==> src/rtl/fcc_cmd_dispatcher.sv <==
// FCC command dispatcher: decodes host commands into NAND micro-ops, gates issue on
// buffer space / write data, supervises completion with a timeout, returns one completion.
module fcc_cmd_dispatcher #(
   parameter logic [31:0] TIMEOUT_CYCLES = 32'd5_000_000,
   parameter int          WORD_BYTES     = 4
) (
   input  logic        nand_usr_clk,
   input  logic        nand_usr_rstn,
   output logic        o_cmd_ready,
   input  logic        i_cmd_valid,
   input  logic [15:0] i_cmd,
   input  logic [15:0] i_cmd_id,
   input  logic [47:0] i_addr,
   input  logic [23:0] i_len,
   input  logic [63:0] i_data,
   input  logic [7:0]  i_col_num,
   input  logic [63:0] i_col_addr_len,
   input  logic        i_rpage_buf_ready,
   input  logic [23:0] i_wdata_avail,
   output logic        o_op_valid,
   input  logic        i_op_ready,
   output logic [3:0]  o_op_code,
   output logic [7:0]  o_op_tgt,
   output logic [23:0] o_op_row,
   output logic [15:0] o_op_col,
   output logic [23:0] o_op_len,
   output logic [63:0] o_op_data,
   output logic [15:0] o_op_id,
   input  logic        i_op_done,
   input  logic [7:0]  i_op_status,
   output logic        o_cpl_valid,
   input  logic        i_cpl_ready,
   output logic [15:0] o_cpl_id,
   output logic [7:0]  o_cpl_status,
   output logic        o_busy,
   output logic [2:0]  o_state
);

   // Handshakes: a transfer happens on a clock edge where valid & ready are both high;
   // once raised, valid and its payload stay stable until that transfer.

   typedef enum logic [2:0] {
      S_IDLE      = 3'd0,
      S_DECODE    = 3'd1,
      S_GATE      = 3'd2,
      S_ISSUE     = 3'd3,
      S_WAIT_DONE = 3'd4,
      S_NEXT_COL  = 3'd5,
      S_CPL       = 3'd6
   } state_t;

   localparam logic [3:0] OP_RESET        = 4'd1;
   localparam logic [3:0] OP_READ_PAGE    = 4'd2;
   localparam logic [3:0] OP_CHG_READ_COL = 4'd3;
   localparam logic [3:0] OP_PROGRAM      = 4'd4;
   localparam logic [3:0] OP_ERASE        = 4'd5;
   localparam logic [3:0] OP_READ_STATUS  = 4'd6;
   localparam logic [3:0] OP_READ_ID      = 4'd7;
   localparam logic [3:0] OP_SET_FEATURE  = 4'd8;

   localparam logic [7:0] ST_BAD_OPCODE = 8'h80;
   localparam logic [7:0] ST_BAD_COLS   = 8'h81;
   localparam logic [7:0] ST_TIMEOUT    = 8'hFE;

   state_t      state, state_nxt;
   logic        cmd_ready_nxt, op_valid_nxt, cpl_valid_nxt, busy_nxt;
   logic [3:0]  op_code_nxt;
   logic [7:0]  op_tgt_nxt;
   logic [23:0] op_row_nxt;
   logic [15:0] op_col_nxt;
   logic [23:0] op_len_nxt;
   logic [63:0] op_data_nxt;
   logic [15:0] op_id_nxt;
   logic [15:0] cpl_id_nxt;
   logic [7:0]  cpl_status_nxt;
   logic [31:0] timer, timer_nxt;
   logic [7:0]  status_r, status_nxt;
   logic [1:0]  col_idx, col_idx_nxt;
   logic [1:0]  cols_r, cols_nxt;
   logic        capture;

   logic [7:0]  opcode_r;
   logic [15:0] cmd_id_r;
   logic [47:0] addr_r;
   logic [23:0] len_r;
   logic [63:0] data_r;
   logic [7:0]  col_num_r;
   logic [63:0] col_addr_len_r;

   logic [3:0]  dec_code;
   logic        dec_err;
   logic [7:0]  dec_status;
   logic        gate_ok;
   logic [24:0] words_needed;
   logic [31:0] col_entry;
   logic        unused_cmd_bits;

   assign unused_cmd_bits = ^i_cmd[15:8];
   assign o_state         = state;

   // Capture register: the command is latched once, on the accepting edge.
   always_ff @(posedge nand_usr_clk or negedge nand_usr_rstn) begin
      if (!nand_usr_rstn) begin
         opcode_r       <= '0;
         cmd_id_r       <= '0;
         addr_r         <= '0;
         len_r          <= '0;
         data_r         <= '0;
         col_num_r      <= '0;
         col_addr_len_r <= '0;
      end else if (capture) begin
         opcode_r       <= i_cmd[7:0];
         cmd_id_r       <= i_cmd_id;
         addr_r         <= i_addr;
         len_r          <= i_len;
         data_r         <= i_data;
         col_num_r      <= i_col_num;
         col_addr_len_r <= i_col_addr_len;
      end
   end

   always_comb begin
      dec_code   = OP_RESET;
      dec_err    = 1'b0;
      dec_status = 8'h00;
      case (opcode_r)
         8'h00: dec_code = OP_RESET;
         8'h01: begin
            dec_code = OP_READ_PAGE;
            if (col_num_r > 8'd2) begin
               dec_err    = 1'b1;
               dec_status = ST_BAD_COLS;
            end
         end
         8'h02: dec_code = OP_PROGRAM;
         8'h03: dec_code = OP_ERASE;
         8'h04: dec_code = OP_READ_STATUS;
         8'h05: dec_code = OP_READ_ID;
         8'h06: dec_code = OP_SET_FEATURE;
         default: begin
            dec_err    = 1'b1;
            dec_status = ST_BAD_OPCODE;
         end
      endcase
   end

   // Word count is formed in 25 bits so a full 24-bit length cannot overflow the round-up.
   assign words_needed = ({1'b0, o_op_len} + 25'(WORD_BYTES - 1)) / 25'(WORD_BYTES);
   assign col_entry    = col_idx[0] ? col_addr_len_r[63:32] : col_addr_len_r[31:0];

   always_comb begin
      gate_ok = 1'b1;
      case (o_op_code)
         OP_READ_PAGE, OP_CHG_READ_COL, OP_READ_ID, OP_READ_STATUS: gate_ok = i_rpage_buf_ready;
         OP_PROGRAM: gate_ok = ({1'b0, i_wdata_avail} >= words_needed);
         default:    gate_ok = 1'b1;
      endcase
   end

   always_comb begin
      state_nxt      = state;
      cmd_ready_nxt  = o_cmd_ready;
      op_valid_nxt   = o_op_valid;
      op_code_nxt    = o_op_code;
      op_tgt_nxt     = o_op_tgt;
      op_row_nxt     = o_op_row;
      op_col_nxt     = o_op_col;
      op_len_nxt     = o_op_len;
      op_data_nxt    = o_op_data;
      op_id_nxt      = o_op_id;
      cpl_valid_nxt  = o_cpl_valid;
      cpl_id_nxt     = o_cpl_id;
      cpl_status_nxt = o_cpl_status;
      timer_nxt      = timer;
      status_nxt     = status_r;
      col_idx_nxt    = col_idx;
      cols_nxt       = cols_r;
      capture        = 1'b0;

      case (state)
         S_IDLE: begin
            if (o_cmd_ready && i_cmd_valid) begin
               capture       = 1'b1;
               cmd_ready_nxt = 1'b0;
               state_nxt     = S_DECODE;
            end else begin
               cmd_ready_nxt = 1'b1;
            end
         end
         S_DECODE: begin
            status_nxt  = 8'h00;
            col_idx_nxt = 2'd0;
            cols_nxt    = (dec_code == OP_READ_PAGE && !dec_err) ? col_num_r[1:0] : 2'd0;
            op_code_nxt = dec_code;
            op_tgt_nxt  = addr_r[47:40];
            op_row_nxt  = addr_r[39:16];
            op_col_nxt  = addr_r[15:0];
            op_len_nxt  = len_r;
            op_data_nxt = data_r;
            op_id_nxt   = cmd_id_r;
            if (dec_err) begin
               cpl_valid_nxt  = 1'b1;
               cpl_id_nxt     = cmd_id_r;
               cpl_status_nxt = dec_status;
               state_nxt      = S_CPL;
            end else begin
               state_nxt = S_GATE;
            end
         end
         S_GATE: begin
            if (gate_ok) begin
               op_valid_nxt = 1'b1;
               state_nxt    = S_ISSUE;
            end
         end
         S_ISSUE: begin
            if (i_op_ready) begin
               op_valid_nxt = 1'b0;
               timer_nxt    = 32'd0;
               state_nxt    = S_WAIT_DONE;
            end
         end
         S_WAIT_DONE: begin
            timer_nxt = timer + 32'd1;
            // A done pulse on the expiry cycle still counts as a normal completion.
            if (i_op_done) begin
               if (status_r == 8'h00) status_nxt = i_op_status;
               if (col_idx < cols_r) begin
                  state_nxt = S_NEXT_COL;
               end else begin
                  cpl_valid_nxt  = 1'b1;
                  cpl_id_nxt     = cmd_id_r;
                  cpl_status_nxt = (status_r != 8'h00) ? status_r : i_op_status;
                  state_nxt      = S_CPL;
               end
            end else if (timer == TIMEOUT_CYCLES - 32'd1) begin
               if (status_r == 8'h00) status_nxt = ST_TIMEOUT;
               cpl_valid_nxt  = 1'b1;
               cpl_id_nxt     = cmd_id_r;
               cpl_status_nxt = (status_r != 8'h00) ? status_r : ST_TIMEOUT;
               state_nxt      = S_CPL;
            end
         end
         S_NEXT_COL: begin
            op_code_nxt = OP_CHG_READ_COL;
            op_col_nxt  = col_entry[15:0];
            op_len_nxt  = {8'h00, col_entry[31:16]};
            col_idx_nxt = col_idx + 2'd1;
            state_nxt   = S_GATE;
         end
         S_CPL: begin
            if (i_cpl_ready) begin
               cpl_valid_nxt = 1'b0;
               cmd_ready_nxt = 1'b1;
               state_nxt     = S_IDLE;
            end
         end
         default: state_nxt = S_IDLE;
      endcase

      busy_nxt = (state_nxt != S_IDLE);
   end

   always_ff @(posedge nand_usr_clk or negedge nand_usr_rstn) begin
      if (!nand_usr_rstn) begin
         state        <= S_IDLE;
         o_cmd_ready  <= 1'b0;
         o_op_valid   <= 1'b0;
         o_op_code    <= '0;
         o_op_tgt     <= '0;
         o_op_row     <= '0;
         o_op_col     <= '0;
         o_op_len     <= '0;
         o_op_data    <= '0;
         o_op_id      <= '0;
         o_cpl_valid  <= 1'b0;
         o_cpl_id     <= '0;
         o_cpl_status <= '0;
         o_busy       <= 1'b0;
         timer        <= '0;
         status_r     <= '0;
         col_idx      <= '0;
         cols_r       <= '0;
      end else begin
         state        <= state_nxt;
         o_cmd_ready  <= cmd_ready_nxt;
         o_op_valid   <= op_valid_nxt;
         o_op_code    <= op_code_nxt;
         o_op_tgt     <= op_tgt_nxt;
         o_op_row     <= op_row_nxt;
         o_op_col     <= op_col_nxt;
         o_op_len     <= op_len_nxt;
         o_op_data    <= op_data_nxt;
         o_op_id      <= op_id_nxt;
         o_cpl_valid  <= cpl_valid_nxt;
         o_cpl_id     <= cpl_id_nxt;
         o_cpl_status <= cpl_status_nxt;
         o_busy       <= busy_nxt;
         timer        <= timer_nxt;
         status_r     <= status_nxt;
         col_idx      <= col_idx_nxt;
         cols_r       <= cols_nxt;
      end
   end

endmodule
==> config.mk <==
export PLATFORM = sky130hd
export DESIGN_NAME = fcc_cmd_dispatcher
export DESIGN_NICKNAME = d
export VERILOG_FILES = /design/src/rtl/fcc_cmd_dispatcher.sv
export SDC_FILE = /design/constraint.sdc
export NUM_CORES = 1
export LEC_CHECK = 0
export ABC_AREA = 1
export CAP_MARGIN = 15
export CORE_MARGIN = 2
export CORE_UTILIZATION = 50
export CTS_BUF_LIST = sky130_fd_sc_hd__clkbuf_8
export DETAILED_ROUTE_END_ITERATION = 8
export HOLD_SLACK_MARGIN = 0.03
export PLACE_DENSITY = 0.8
export SETUP_SLACK_MARGIN = 0.15
export SLEW_MARGIN = 20
export SYNTH_ARGS = -nofsm -noshare
export SYNTH_HDL_FRONTEND = slang
export SYNTH_SLANG_ARGS = --single-unit
export TNS_END_PERCENT = 1
==> constraint.sdc <==
create_clock -name nand_usr_clk -period 6.5 [get_ports nand_usr_clk]
set_input_delay 0.65 -clock nand_usr_clk [delete_from_list [all_inputs] [get_ports nand_usr_clk]]
set_output_delay 0.65 -clock nand_usr_clk [all_outputs]
set_load 0.02 [all_outputs]
==> results of run 1 <==
## final timing paths
| kind | slack, ps | startpoint | cells past startpoint | to |
|---|---|---|---|---|
| max | 2800 | o_state[0]$_DFF_PN0_ | 9 | o_cpl_status[7]$_DFFE_PN0P_ |
| max reg2reg | 2800 | o_state[0]$_DFF_PN0_ | 9 | o_cpl_status[7]$_DFFE_PN0P_ |
| max in group asynchronous | 4860 | nand_usr_rstn | 2 | status_r[6]$_DFFE_PN0P_ |
| min in group nand_usr_clk | 470 | addr_r[17]$_DFFE_PN0P_ | 2 | o_op_row[1]$_DFFE_PN0P_ |
| min reg2reg | 470 | addr_r[17]$_DFFE_PN0P_ | 2 | o_op_row[1]$_DFFE_PN0P_ |
| min | 160 | nand_usr_rstn | 1 | col_addr_len_r[61]$_DFFE_PN0P_ |
## metal layers
layer	vias to the layer above	GRT usage, %	part of all wire [%]
met3	150	8.83	8.6
li1	8542	-	-
met5	-	0	0.045
met4	4	14.3	4.3
met1	8482	35.4	40
met2	625	46.1	47
## cell families (layout without fill, tap and decap cells)
logic type / count (synthesis) / after routing / share of synthesized area, %
flops: 463 / 463 / 57.4
compound gates: 193 / 193 / 5.50
fa+ha+maj: 25 / 25 / 1.55
xor+xnor: 22 / 22 / 0.954
mux: 2 / 2 / 0.111
buf+inv: 246 / 742 / 5.07
other cells: 0 / 11 / 0
simple gates: 1500 / 1500 / 29.5
## synth_stat cells, drive strengths merged (18+ instances only)
library cell	count	share of area, %
a21oi	31	0.77
buf	65	1.7
clkbuf	42	0.78
dfrtp	463	57
ha	25	1.5
inv	138	2.6
nand2	1273	24
nand3	65	1.6
nand4	21	0.71
nor2	94	2.0
nor3	34	0.98
o211ai	22	0.82
o21ai	103	2.6
xor2	18	0.78
## stage by stage
| step | hold slack (ps) | util [%] | cells |
|---|---|---|---|
| floorplan | 354 | - | 2451 |
| global placement | 453 | 62.9 | 3337 |
| detailed placement | 458 | 62.9 | 3337 |
| CTS | 162 | 66.9 | 3472 |
| global route | 229 | 67.0 | 3483 |
| finish | 160 | 67.0 | 3483 |
## power by group through the flow
| stage | registers (mW) | clock network [mW] | logic, mW |
|---|---|---|---|
| final | 4.90 | 2.61 | 4.70 |
| after global routing | 5.04 | 2.80 | 5.21 |
| after CTS | 4.90 | 2.66 | 4.73 |
| after detailed placement | 4.92 | 0 | 4.69 |
| after global placement | 4.86 | 0 | 4.56 |
| after floorplan | 5.29 | 0 | 2.31 |
## registers in the layout (all words and copies together), names as in the netlist, 2 cells and up
name / count
timer: 32
o_op_tgt: 8
len_r: 24
col_num_r: 8
o_state: 3
o_cpl_status: 8
o_op_row: 24
o_op_code: 4
data_r: 64
cmd_id_r: 16
o_op_col: 16
o_op_len: 24
col_addr_len_r: 64
o_op_data: 64
addr_r: 48
o_op_id: 16
status_r: 8
col_idx: 2
cols_r: 2
o_cpl_id: 16
opcode_r: 8
## layout make-up
class	instances	area share [%]
clock inverter	39	0.943
multi-input combinational	1742	28.5
inverter	139	1.99
antenna	11	0.103
clock buffer	96	4.95
sequential	463	43.4
tap	525	2.46
timing repair buffer	468	17.6
==> impl_metrics.tcl, run 1 <==
set metrics [dict create \
    synth_edf_count 0 \
    place_congestion 0.921 \
    min_period_ps 3700 \
    syn_area_per_cell_um2 8.24 \
    fin_ws_ps 2800 \
    p_total_mw 12.2 \
    outcome "finished clean" \
    worst_pin_slew_ps 1200 \
    place_hpwl_um 40700 \
    cts.hold.buffers_added 0 \
    io_pins 466 \
    vias_per_cell 5.11 \
    mostFrequentLayoutCells "1267 x nand2_1, 463 x dfrtp_1, 456 x clkdlybuf4s50_1" \
    combPwrFrac_pct 38.5 \
    synthFlopType "dfrtp_1" \
    start_util_pct 50.7 \
    wl_um 60400 \
    endpoint_kind "flop" \
    multiInputGateArea_mm2 0.00759 \
    ys_seq_area_share_pct 57.4 \
    tns_ps 0 \
    cts_buffer_depth 3 \
    dieHeight_um 205 \
    slew_headroom_pct 19.8 \
    vdd_ir_drop_max_v 0.000332 \
    power_frac_clock_pct 21.4 \
    post-place-ws_ps 2820 \
    crit_buf_inv 3 \
    area_delta_synth_final_pct 32.0 \
    drt-pass1-iter-count 5 \
    numCtsBuffers 75 \
    fin_worst_skew_ps 26.9 \
    critPathKind "flop to flop" \
    clock.fmax_mhz 270 \
    path_delay_family "simple AND/OR/NAND/NOR gates" \
    avgRoutedWirePerCell_um 17.4 \
    power.internal_mw 7.35 \
    cts_resized 0 \
    synthDistinctLibCells 44 \
    crit_arrival_ps 4250 \
    post-cts-setup-buffer-count 0 \
    report.final.slew_viol_count 0 \
    vias 17800 \
    antenna_found_initial 12 \
    power.share.sequential_pct 40.1 \
    drive_above_1_share_pct 5.29 \
    fillers 3255 \
    ys_seq_elements 463 \
    track_usage_pct 28.8 \
    drt-initial-drc-count 1290 \
    cp.required_ps 7040 \
    grt.overflow.total 0 \
    rsz0062_at_grt "false" \
    max_stage_delay_ps 720 \
    h-tree-depth 3 \
    core.rowCount 73 \
    powerDensity_mw_per_mm2 458 \
    cp_common_cell "nor2_4" \
    die_w_um 205 \
    cp_slowest_cell "buf_4" \
    core_area_mm2 0.0398 \
    leakagePower_nw 13.3 \
    yosysWarnings 0 \
    async_flop_share_pct 100 \
    grt_max_degree 194 \
    antenna_left 0 \
    final_area_mm2 0.0267 \
    p_sw_mw 4.87 \
    cts_sinks 463 \
    root_buffer "clkbuf_8" \
    start_kind "flop" \
    final_nets 3193 \
    crit_chain "inv_1, nor2_4, inv_2, nor2_4, buf_4, nand2_2, nand2_4, nor2_1, a21oi_1" \
    syn_area_mm2 0.0202 \
    placed_area_mm2 0.0251 \
    path_clk_slew_ps 60 \
    synth_nets 2755 \
    fin_crit_sh_pct 57.0 \
    seq_area_mm2 0.0116 \
    cts_tree "yes" \
    port_buffers 457 \
    final_common_cell "nand2_1" \
    grt_pass1_wl_um 94800 \
    worstSkewPairLatency_ps 640 \
    path_max_fanout 75 \
    hold_viol_final 0 \
    syn-instance-count 2451 \
    switching_share_pct 39.8 \
    hold_path.class "input pin to asynchronous set/reset pin" \
    setup_viol 0 \
    dieArea_mm2 0.0420 \
    drc 0 \
    drv_cap 0 \
    grt_pass1_vias 18000 \
]
Power figures use the tool's default switching activity.
==> run 2, diff against run 1 <==
Settings changed: CORE_UTILIZATION 50 to 47, PLACE_DENSITY 0.8 to 0.79.
Clock period 6.5 ns to 3.1 ns, I/O delays scaled along.
==> impl_metrics.tcl, run 2 (synthesized netlist as in run 1, its figures left out) <==
set metrics [dict create \
    rsz0062_at_grt "false" \
    grt.overflow.total 0 \
    post-place-ws_ps 135 \
    power.internal_mw 15.4 \
    report.final.slew_viol_count 0 \
    grt_max_degree 194 \
    fin_crit_sh_pct 87.0 \
    cts_tree "yes" \
    core.rowCount 75 \
    outcome "finished clean" \
    start_util_pct 47.8 \
    clock.fmax_mhz 371 \
    largestRegisters "col_addr_len_r x64, data_r x64, o_op_data x64" \
    vias 18000 \
    final_common_cell "nand2_1" \
    worst_pin_slew_ps 1200 \
    switching_share_pct 40.0 \
    io_pins 466 \
    slew_headroom_pct 20.1 \
    numCtsBuffers 78 \
    p_sw_mw 10.3 \
    die_w_um 211 \
    fillers 3480 \
    min_period_ps 2700 \
    worstSkewPairLatency_ps 650 \
    tns_ps 0 \
    critPathKind "flop to flop" \
    grt_pass1_vias 18300 \
    avgRoutedWirePerCell_um 17.4 \
    fin_worst_skew_ps 43.1 \
    cts_sinks 463 \
    grt_pass1_wl_um 97200 \
    crit_arrival_ps 3260 \
    cp.required_ps 3660 \
    dieArea_mm2 0.0447 \
    power_frac_clock_pct 20.7 \
    antenna_left 0 \
    vias_per_cell 5.11 \
    core_area_mm2 0.0422 \
    vdd_ir_drop_max_v 0.000582 \
    final_nets 3223 \
    wl_um 61400 \
    dieHeight_um 211 \
    root_buffer "clkbuf_8" \
    port_buffers 457 \
    fin_ws_ps 404 \
    power.share.sequential_pct 39.9 \
    h-tree-depth 3 \
    drv_cap 0 \
    combPwrFrac_pct 39.3 \
    endpoint_kind "flop" \
    leakagePower_nw 13.5 \
    hold_path.class "input pin to flop" \
    path_clk_slew_ps 60 \
    area_delta_synth_final_pct 33.8 \
    track_usage_pct 27.8 \
    drive_above_1_share_pct 6.68 \
    drt-pass1-iter-count 6 \
    drt-initial-drc-count 1587 \
    setup_viol 0 \
    mostFrequentLayoutCells "1263 x nand2_1, 461 x dfrtp_1, 456 x clkdlybuf4s50_1" \
    path_max_fanout 5 \
    antenna_found_initial 8 \
    cts_buffer_depth 3 \
    drc 0 \
    hold_viol_final 0 \
    place_congestion 0.905 \
    place_hpwl_um 42100 \
    powerDensity_mw_per_mm2 950 \
    start_kind "flop" \
]
==> run 2: final timing paths <==
| path | startpoint | to | slack [ps] | cells past startpoint |
|---|---|---|---|---|
| worst max-delay path | o_op_len[2]$_DFFE_PN0P_ | o_busy$_DFF_PN0_ | 400 | 20 |
| min in group asynchronous | nand_usr_rstn | o_op_len[1]$_DFFE_PN0P_ | 270 | 2 |
| max in group asynchronous | nand_usr_rstn | addr_r[32]$_DFFE_PN0P_ | 1830 | 3 |
| worst min-delay path | i_addr[45] | addr_r[45]$_DFFE_PN0P_ | 200 | 3 |
| worst max register to register | o_op_len[2]$_DFFE_PN0P_ | o_busy$_DFF_PN0_ | 400 | 20 |
| worst min register to register | addr_r[33]$_DFFE_PN0P_ | o_op_row[17]$_DFFE_PN0P_ | 460 | 2 |
==> run 2: power groups by stage <==
stage               registers, mW  clock network, mW  logic (mW)
finish                       10.3               5.33        10.1
global route                 10.6               5.73        11.2
CTS                          10.2               5.43        10.1
detailed placement           10.3                  0        10.0
global placement             10.2                  0        9.74
floorplan                    11.1                  0        4.84
==> run 2: layout make-up <==
| class | count | area [um2] | share of cell area (%) |
|---|---|---|---|
| diodes | 7 | 17.5 | 0.0648 |
| clock buffers | 96 | 1320 | 4.89 |
| clock inverters | 44 | 215 | 0.796 |
| inverters | 139 | 531 | 1.96 |
| multi-input cells | 1742 | 7680 | 28.4 |
| flip-flops and latches | 463 | 11600 | 42.9 |
| well taps | 539 | 674 | 2.49 |
| repair buffers | 495 | 5000 | 18.5 |
==> run 2: stage by stage <==
stage / total power, mW / utilization [%] / instances / hold WS, ps / area [um2]
detailed placement: 20.3 / 59.9 / 3368 / 351 / 25300
CTS: 25.8 / 63.6 / 3510 / 155 / 26900
floorplan: 15.9 / - / 2451 / 14.4 / 20200
global placement: 19.9 / 59.9 / 3368 / 350 / 25300
global route: 27.5 / 64.0 / 3523 / 188 / 27000
finish: 25.7 / 64.0 / 3525 / 200 / 27000
==> run 2: repair_timing <==
item                       4_1_cts  5_1_grt
hold buffers                     1        0
pin swaps                        1        6
resized for setup                0       20
buffers inserted                 1        8
setup endpoints to repair        2        3
hold endpoints to repair        66        0
==> run 2: critical path, cell delays in order (launching register included) <==
cell and delay, ps:
dfrtp_2 400, nand2_1 110, nor2_4 120, nand4_4 110, nor3_4 150, nand2_2 100
nor2_4 150, nand2_2 90, nor2_2 100, nand4_1 180, ha_4 320, nand2_1 50
nor2_2 120, nand2_1 100, nor2_1 90, nand2_1 60, nand4_1 90, nand2_1 60
nand2_1 60, nand2_1 80, nand3_1 80
==> run 2: layer usage <==
layer  GRT usage (%)  vias up  wire [um]
met3            7.68      128       4670
met2            44.4      606      29300
met4            12.4        6       2230
met1            35.6     8647      25100
met5               0        -         43
li1                -     8616          -
